File: src/rtl/seq_detect_param.sv
// seq_detect_param: serial bit-pattern detector with a runtime-loadable pattern, length and
// overlap mode, and a registered Moore match flag. SEQDET_MATCH_COUNT_EN adds a saturating match counter.
module seq_detect_param #(
    parameter int unsigned MAX_LEN = 8,
    parameter int unsigned CNT_W   = 16,
    parameter int unsigned LEN_W   = $clog2(MAX_LEN + 1)
) (
    input  logic               clk,
    input  logic               reset,
    input  logic               din,
    input  logic               din_valid,
    input  logic               cfg_load,
    input  logic [MAX_LEN-1:0] cfg_pattern,
    input  logic [LEN_W-1:0]   cfg_len,
    input  logic               cfg_overlap,
    output logic               dout,
    output logic [CNT_W-1:0]   match_cnt,
    input  logic               cnt_clr
);

    localparam logic [LEN_W-1:0]   LenMax = LEN_W'(MAX_LEN);
    localparam logic [LEN_W-1:0]   LenOne = LEN_W'(1);
    localparam logic [LEN_W-1:0]   LenRst = LEN_W'(3);
    localparam logic [MAX_LEN-1:0] PatRst = MAX_LEN'(3'b101);

    logic [MAX_LEN-1:0] pat_q;
    logic [LEN_W-1:0]   len_q;
    logic               ovl_q;
    logic [MAX_LEN-1:0] hist_q;
    logic [LEN_W-1:0]   fill_q;
    logic               match_q;

    logic [LEN_W-1:0]   len_clamped;
    logic [MAX_LEN-1:0] nh;
    logic [MAX_LEN-1:0] len_mask;
    logic [LEN_W:0]     fill_inc;
    logic               fill_full;
    logic               hit;
    logic [LEN_W-1:0]   fill_d;

    // Oldest history bit shifts out unused; it only exists to keep hist_q MAX_LEN wide.
    logic unused_hist_msb;
    assign unused_hist_msb = hist_q[MAX_LEN-1];

    always_comb begin
        len_clamped = cfg_len;
        if (cfg_len == '0) begin
            len_clamped = LenOne;
        end else if (cfg_len > LenMax) begin
            len_clamped = LenMax;
        end
    end

    assign nh = {hist_q[MAX_LEN-2:0], din};

    always_comb begin
        len_mask = '0;
        for (int unsigned i = 0; i < MAX_LEN; i++) begin
            len_mask[i] = (i < 32'(len_q));
        end
    end

    // One extra bit so fill_q + 1 cannot wrap when len_q == 2^LEN_W - 1.
    assign fill_inc  = {1'b0, fill_q} + (LEN_W + 1)'(1);
    assign fill_full = (fill_inc >= {1'b0, len_q});
    assign hit       = fill_full && ((nh & len_mask) == (pat_q & len_mask));

    always_comb begin
        fill_d = fill_inc[LEN_W-1:0];
        if (hit && !ovl_q) begin
            fill_d = '0;
        end else if (fill_full) begin
            fill_d = len_q;
        end
    end

    always_ff @(posedge clk) begin
        if (reset) begin
            pat_q   <= PatRst;
            len_q   <= LenRst;
            ovl_q   <= 1'b1;
            hist_q  <= '0;
            fill_q  <= '0;
            match_q <= 1'b0;
        end else if (cfg_load) begin
            pat_q   <= cfg_pattern;
            len_q   <= len_clamped;
            ovl_q   <= cfg_overlap;
            hist_q  <= '0;
            fill_q  <= '0;
            match_q <= 1'b0;
        end else if (din_valid) begin
            hist_q  <= nh;
            fill_q  <= fill_d;
            match_q <= hit;
        end
    end

    assign dout = match_q;

`ifdef SEQDET_MATCH_COUNT_EN
    localparam logic [CNT_W-1:0] CntMax = '1;

    logic [CNT_W-1:0] cnt_q;
    logic [CNT_W-1:0] cnt_d;

    always_comb begin
        cnt_d = cnt_q;
        if (cnt_clr) begin
            cnt_d = '0;
        end else if (din_valid && !cfg_load && hit && (cnt_q != CntMax)) begin
            cnt_d = cnt_q + CNT_W'(1);
        end
    end

    always_ff @(posedge clk) begin
        if (reset) begin
            cnt_q <= '0;
        end else begin
            cnt_q <= cnt_d;
        end
    end

    assign match_cnt = cnt_q;
`else
    logic unused_cnt_clr;
    assign unused_cnt_clr = cnt_clr;
    assign match_cnt      = '0;
`endif

endmodule
File: config.mk
export PLATFORM = sky130hd
export DESIGN_NAME = seq_detect_param
export DESIGN_NICKNAME = d
export VERILOG_FILES = /design/src/rtl/seq_detect_param.sv
export SDC_FILE = /design/constraint.sdc
export NUM_CORES = 1
export LEC_CHECK = 0
export ABC_CLOCK_PERIOD_IN_PS = 3400
export CORE_UTILIZATION = 52
export DETAILED_ROUTE_END_ITERATION = 16
export PLACE_DENSITY_LB_ADDON = 0.3
export SLEW_MARGIN = 10
export SYNTH_ARGS = -nofsm -noshare
export SYNTH_HDL_FRONTEND = slang
export SYNTH_SLANG_ARGS = --single-unit
File: constraint.sdc
create_clock -name clk -period 3.4 [get_ports clk]
set_input_delay 0.34 -clock clk [delete_from_list [all_inputs] [get_ports clk]]
set_output_delay 0.34 -clock clk [all_outputs]
set_load 0.005 [all_outputs]
# Yosys cells after proc, flatten, opt, wreduce, memory -nomap -nowiden
# Cells that the tools add are included.
# classes
n_reduce_logical,5
order_cmp,10
bitwise,2
mux,4
eq_ne,1
n_addsub,1
# ops
op,count
8-bit bitwise AND,2
"3-bit by 4-bit < comparator with 1-bit output, first input constant",4
4-bit two-way mux,4
8-bit == test,1
"1-bit by 4-bit < comparator with 1-bit output, first input constant",2
"2-bit by 4-bit < comparator with 1-bit output, first input constant",2
"4-bit by 1-bit adder with 5-bit output, second input constant",1
5-bit by 4-bit >= comparator with 1-bit output,1
"4-bit > comparator, second input constant",1
4-bit zero test,1
1-bit logical AND,2
2-bit OR reduction,1
1-bit zero test,1
# word_totals
wordCells,29
out_inout_bits,17
reg_bits,25

# Logic depth before layout (Yosys ltp)
# logic_depth
ltp_word,6
depth_mapped,9
ltp_nobuf,9

# Worst setup path after synthesis
# Ideal clock, no wire load.
# synth_path
path_type,reg-to-reg
start,register fill_q[0]
end,register fill_q[1]
period_less_slack_ns,2.362
t_arrival_ns,2.245
stages_incl_launch_ff,10
path_buffers,0
required_ns,3.283
slack_ns,1.038
path_cell_list,dfxtp_1 > ha_1 > nor2b_1 > or2_2 > ha_1 > o21a_1 > nor2_1 > o21a_2 > mux2_1 > a32o_1
# synth_between
elab_chain_len,5
word_cells_on_any_way,6
# synth_rtl
element,line,text
from (decl),30,logic [LEN_W-1:0] fill_q;
from (signal assigned),94,fill_q <= fill_d;
4-bit by 1-bit adder with 5-bit output (*),64,"assign fill_inc = {1'b0, fill_q} + (LEN_W + 1)'(1);"
5-bit by 4-bit >= comparator with 1-bit output,65,"assign fill_full = (fill_inc >= {1'b0, len_q});"
1-bit logical AND,66,assign hit = fill_full && ((nh & len_mask) == (pat_q & len_mask));
1-bit logical AND,70,if (hit && !ovl_q) begin
4-bit two-way mux (*),70,
# Every way passes the cells marked *; elsewhere a longest branch is shown, timed or not.
# A chain may end at the register's enable or synchronous reset.

# Worst setup path in the final report
# layout_path
start,register fill_q[0]
end,register fill_q[3]
# The elaborated chain is that of the path after synthesis.

==> flow_summary.toml <==
[status]
status = "finished, final reports clean"

[worst_setup_path]
critPathLaunchType = "flop"
worst_ep_arrival_time_ns = 2.80
path_class = "flop to flop"
worstPathMaxFanout = 5
cp-end-kind = "flop"
crit_required_ns = 3.63

[synthesis]
synth_seq_area_share_pct = 34.9
synth-warning-count = 0
synth_flop_cell = "dfxtp_1"
postSynth.asyncResetShare_pct = 0
synthesis.instances = 154
avgSynthCellArea_um2 = 9.30
synth-adder-area-share_pct = 4.37
synth-seq-cells = 25
synth_cell_type_count = 42
yosys.area_share.simple_pct = 15.0
synth.area.mux_share_pct = 12.8
synth_xor_xnor_area_share_pct = 5.50
synth_edf_count = 0
post_synthesis_compound_gate_area_fraction_pct = 15.8
combinational_family_with_the_most_area_after_synthesis = "compound AO/OA/AOI/OAI gates"
synthesis.area_um2 = 1430

[sta]
timing.final.hold_violations = 0
final_max_slew_viol_count = 0
finalCritPeriodShare_pct = 75.4
final_period_minus_worst_setup_slack_ns = 2.56
worst-slew-pin-transition_ns = 0.749
grt_setup_unrepaired = "no"
final-setup-viol-count = 0
final.setup.tns_ns = 0
max_freq_mhz = 390
fin_skew_ns = 0.00393
relSlewSlack_pct = 49.9

[clock_tree]
max_root_sink_buffers = 2
cts_tree = "done"
clock-root-buffer = "clkbuf_4"
path_clk_slew_ns = 0.14
number_of_buffers_inserted_by_hold_repair_at_cts = 0
worstSkewPairLatency_ns = 0.32
cts.sink_count = 25
numCtsBuffers = 3
cts_setup_buffers = 0
cts.htree.levels = 1
post_cts_resized = 0

[placement]
post-dp-hpwl_um = 2160
placement.io_buffers = 18
dpl_cell_area_um2 = 1570
gp_congestion = 0.792

[final_layout]
post-route-cell-area_um2 = 1600
area_growth_syn_to_layout_pct = 11.4
final_nets = 196
final.fill_count = 221
drive_above_1_share_pct = 7.02
fin_util_pct = 62.7
diodes = 0

[floorplan]
die-area_um2 = 2970
placementRows = 18
die_span_in_x_um = 54.5
dieHeight_um = 54.5
initial_utilization_pct = 56.3
placeableCoreArea_um2 = 2540
io-pin-count = 36

[route]
route.detailed.wl_per_inst_um = 13.7
route.vias.total = 1075
drt_first_pass_iters = 4
wl_um = 2760
route.antenna.remaining_nets = 0
drcViolationCount = 0
detail_route.vias_per_cell = 5.35
drt_first_iter_violations = 13

[pwr]
power_density_nw_per_um2 = 357
vdd_ir_drop_max_mv = 0.270
p_leak_nw = 0.687

[global_routing]
overflow_left_after_global_routing = 0
grt_pass1_vias = 1021
grt_pass1_wl_um = 4330
antenna_found_initial = 0
maximum_number_of_pins_on_one_net_before_global_route_repair = 17
global_route.usage.total_pct = 21.0

[flow_run]
count_of_max_cap_constraint_violations = 0

[hold_path]
hold_path_class = "flop to flop"
[state kept, by name, indices dropped and copies added, names as in the netlist]
register  count
dout          1
fill_q        4
hist_q        7
pat_q         8
len_q         4
ovl_q         1
[logic make-up (layout without fill, tap and decap cells)]
logic type	count (synthesis)	count (layout)
flip-flops	25	25
XOR/XNOR	9	9
AND/OR/NAND/NOR	42	42
multiplexers	18	18
AO/OA/AOI/OAI	27	27
other	1	16
buffers and inverters	27	29
adder cells (fa/ha/maj)	5	5
[power by group]
part           total [W]  internal (W)  switching (W)
clock network   0.000136     0.0000460      0.0000904
logic           0.000116     0.0000596      0.0000568
registers       0.000317      0.000305      0.0000127
total           0.000570      0.000410       0.000160
[critical path: stages, from the launching register on]
cell and delay (ns):
dfxtp_1 0.38, ha_1 0.24, nor2b_1 0.14, or2_2 0.28, ha_1 0.27, o21a_1 0.17
nor2_1 0.22, o21a_2 0.20, mux2_1 0.33, a32o_1 0.25
[cell usage after synthesis, types with 2 or more instances]
master	count	area share, %
clkbuf_1	2	0.52
dfxtp_1	25	35
nand3_1	3	1.0
nand2_1	8	2.1
o21ai_1	2	0.70
o211ai_1	2	1.0
a32o_1	3	2.1
o22ai_1	3	1.3
nor2_1	21	5.5
nor2b_1	2	0.87
xnor2_1	8	4.9
mux2i_1	16	11
inv_1	7	1.8
mux2_1	2	1.6
a21oi_1	4	1.4
buf_4	16	8.4
ha_1	5	4.4
[per-stage QoR]
| stage | hold slack [ns] | std cells | total power (W) | setup WS [ns] |
|---|---|---|---|---|
| CTS | 0.494 | 201 | 0.000570 | 0.826 |
| finish | 0.489 | 201 | 0.000570 | 0.836 |
| global route | 0.522 | 201 | 0.000594 | 0.696 |
| floorplan | 0.441 | 169 | 0.000415 | 1.04 |
| detailed placement | 0.473 | 197 | 0.000439 | 0.840 |
| global placement | 0.467 | 197 | 0.000434 | 0.937 |
[final cells by class]
class,instances,area [um2],area share (%)
inverter,7,26.3,1.65
tap,30,37.5,2.35
sequential,25,500,31.3
timing repair buffer,18,180,11.3
clock buffer,4,26.3,1.65
multi-input combinational,117,826,51.7
[placed cells by master (no fill, tap or decap), drive strengths merged, types with 2 or more instances in the layout]
cell / count
ha: 5
mux2i: 16
a21oi: 4
mux2: 2
clkdlybuf4s50: 18
o21ai: 3
a211oi: 2
o21a: 2
o22ai: 3
nand2b: 2
clkbuf: 4
a32o: 3
nand2: 8
nor2b: 2
nand4: 2
nor2: 21
conb: 16
inv: 7
nand3: 3
xnor2: 8
dfxtp: 25
o211ai: 3
[per-layer routing]
layer,vias to the layer above,global-route usage (%),part of all wire [%]
met3,5,2.50,2.0
met4,0,8.97,1.5
met2,22,40.2,51
met1,506,22.7,45
met5,-,0,0
li1,542,-,-
[path summary, 6_finish.rpt]
check	endpoint	startpoint	depth (start not counted)	slack, ns
setup / recovery	fill_q[3]$_SDFFE_PP0P_	fill_q[0]$_SDFFE_PP0P_	9	0.84
setup reg to reg	fill_q[3]$_SDFFE_PP0P_	fill_q[0]$_SDFFE_PP0P_	9	0.84
hold reg to reg	dout$_SDFFE_PP0P_	dout$_SDFFE_PP0P_	2	0.49
hold / removal	dout$_SDFFE_PP0P_	dout$_SDFFE_PP0P_	2	0.49
(Power assumes the default switching activity.)
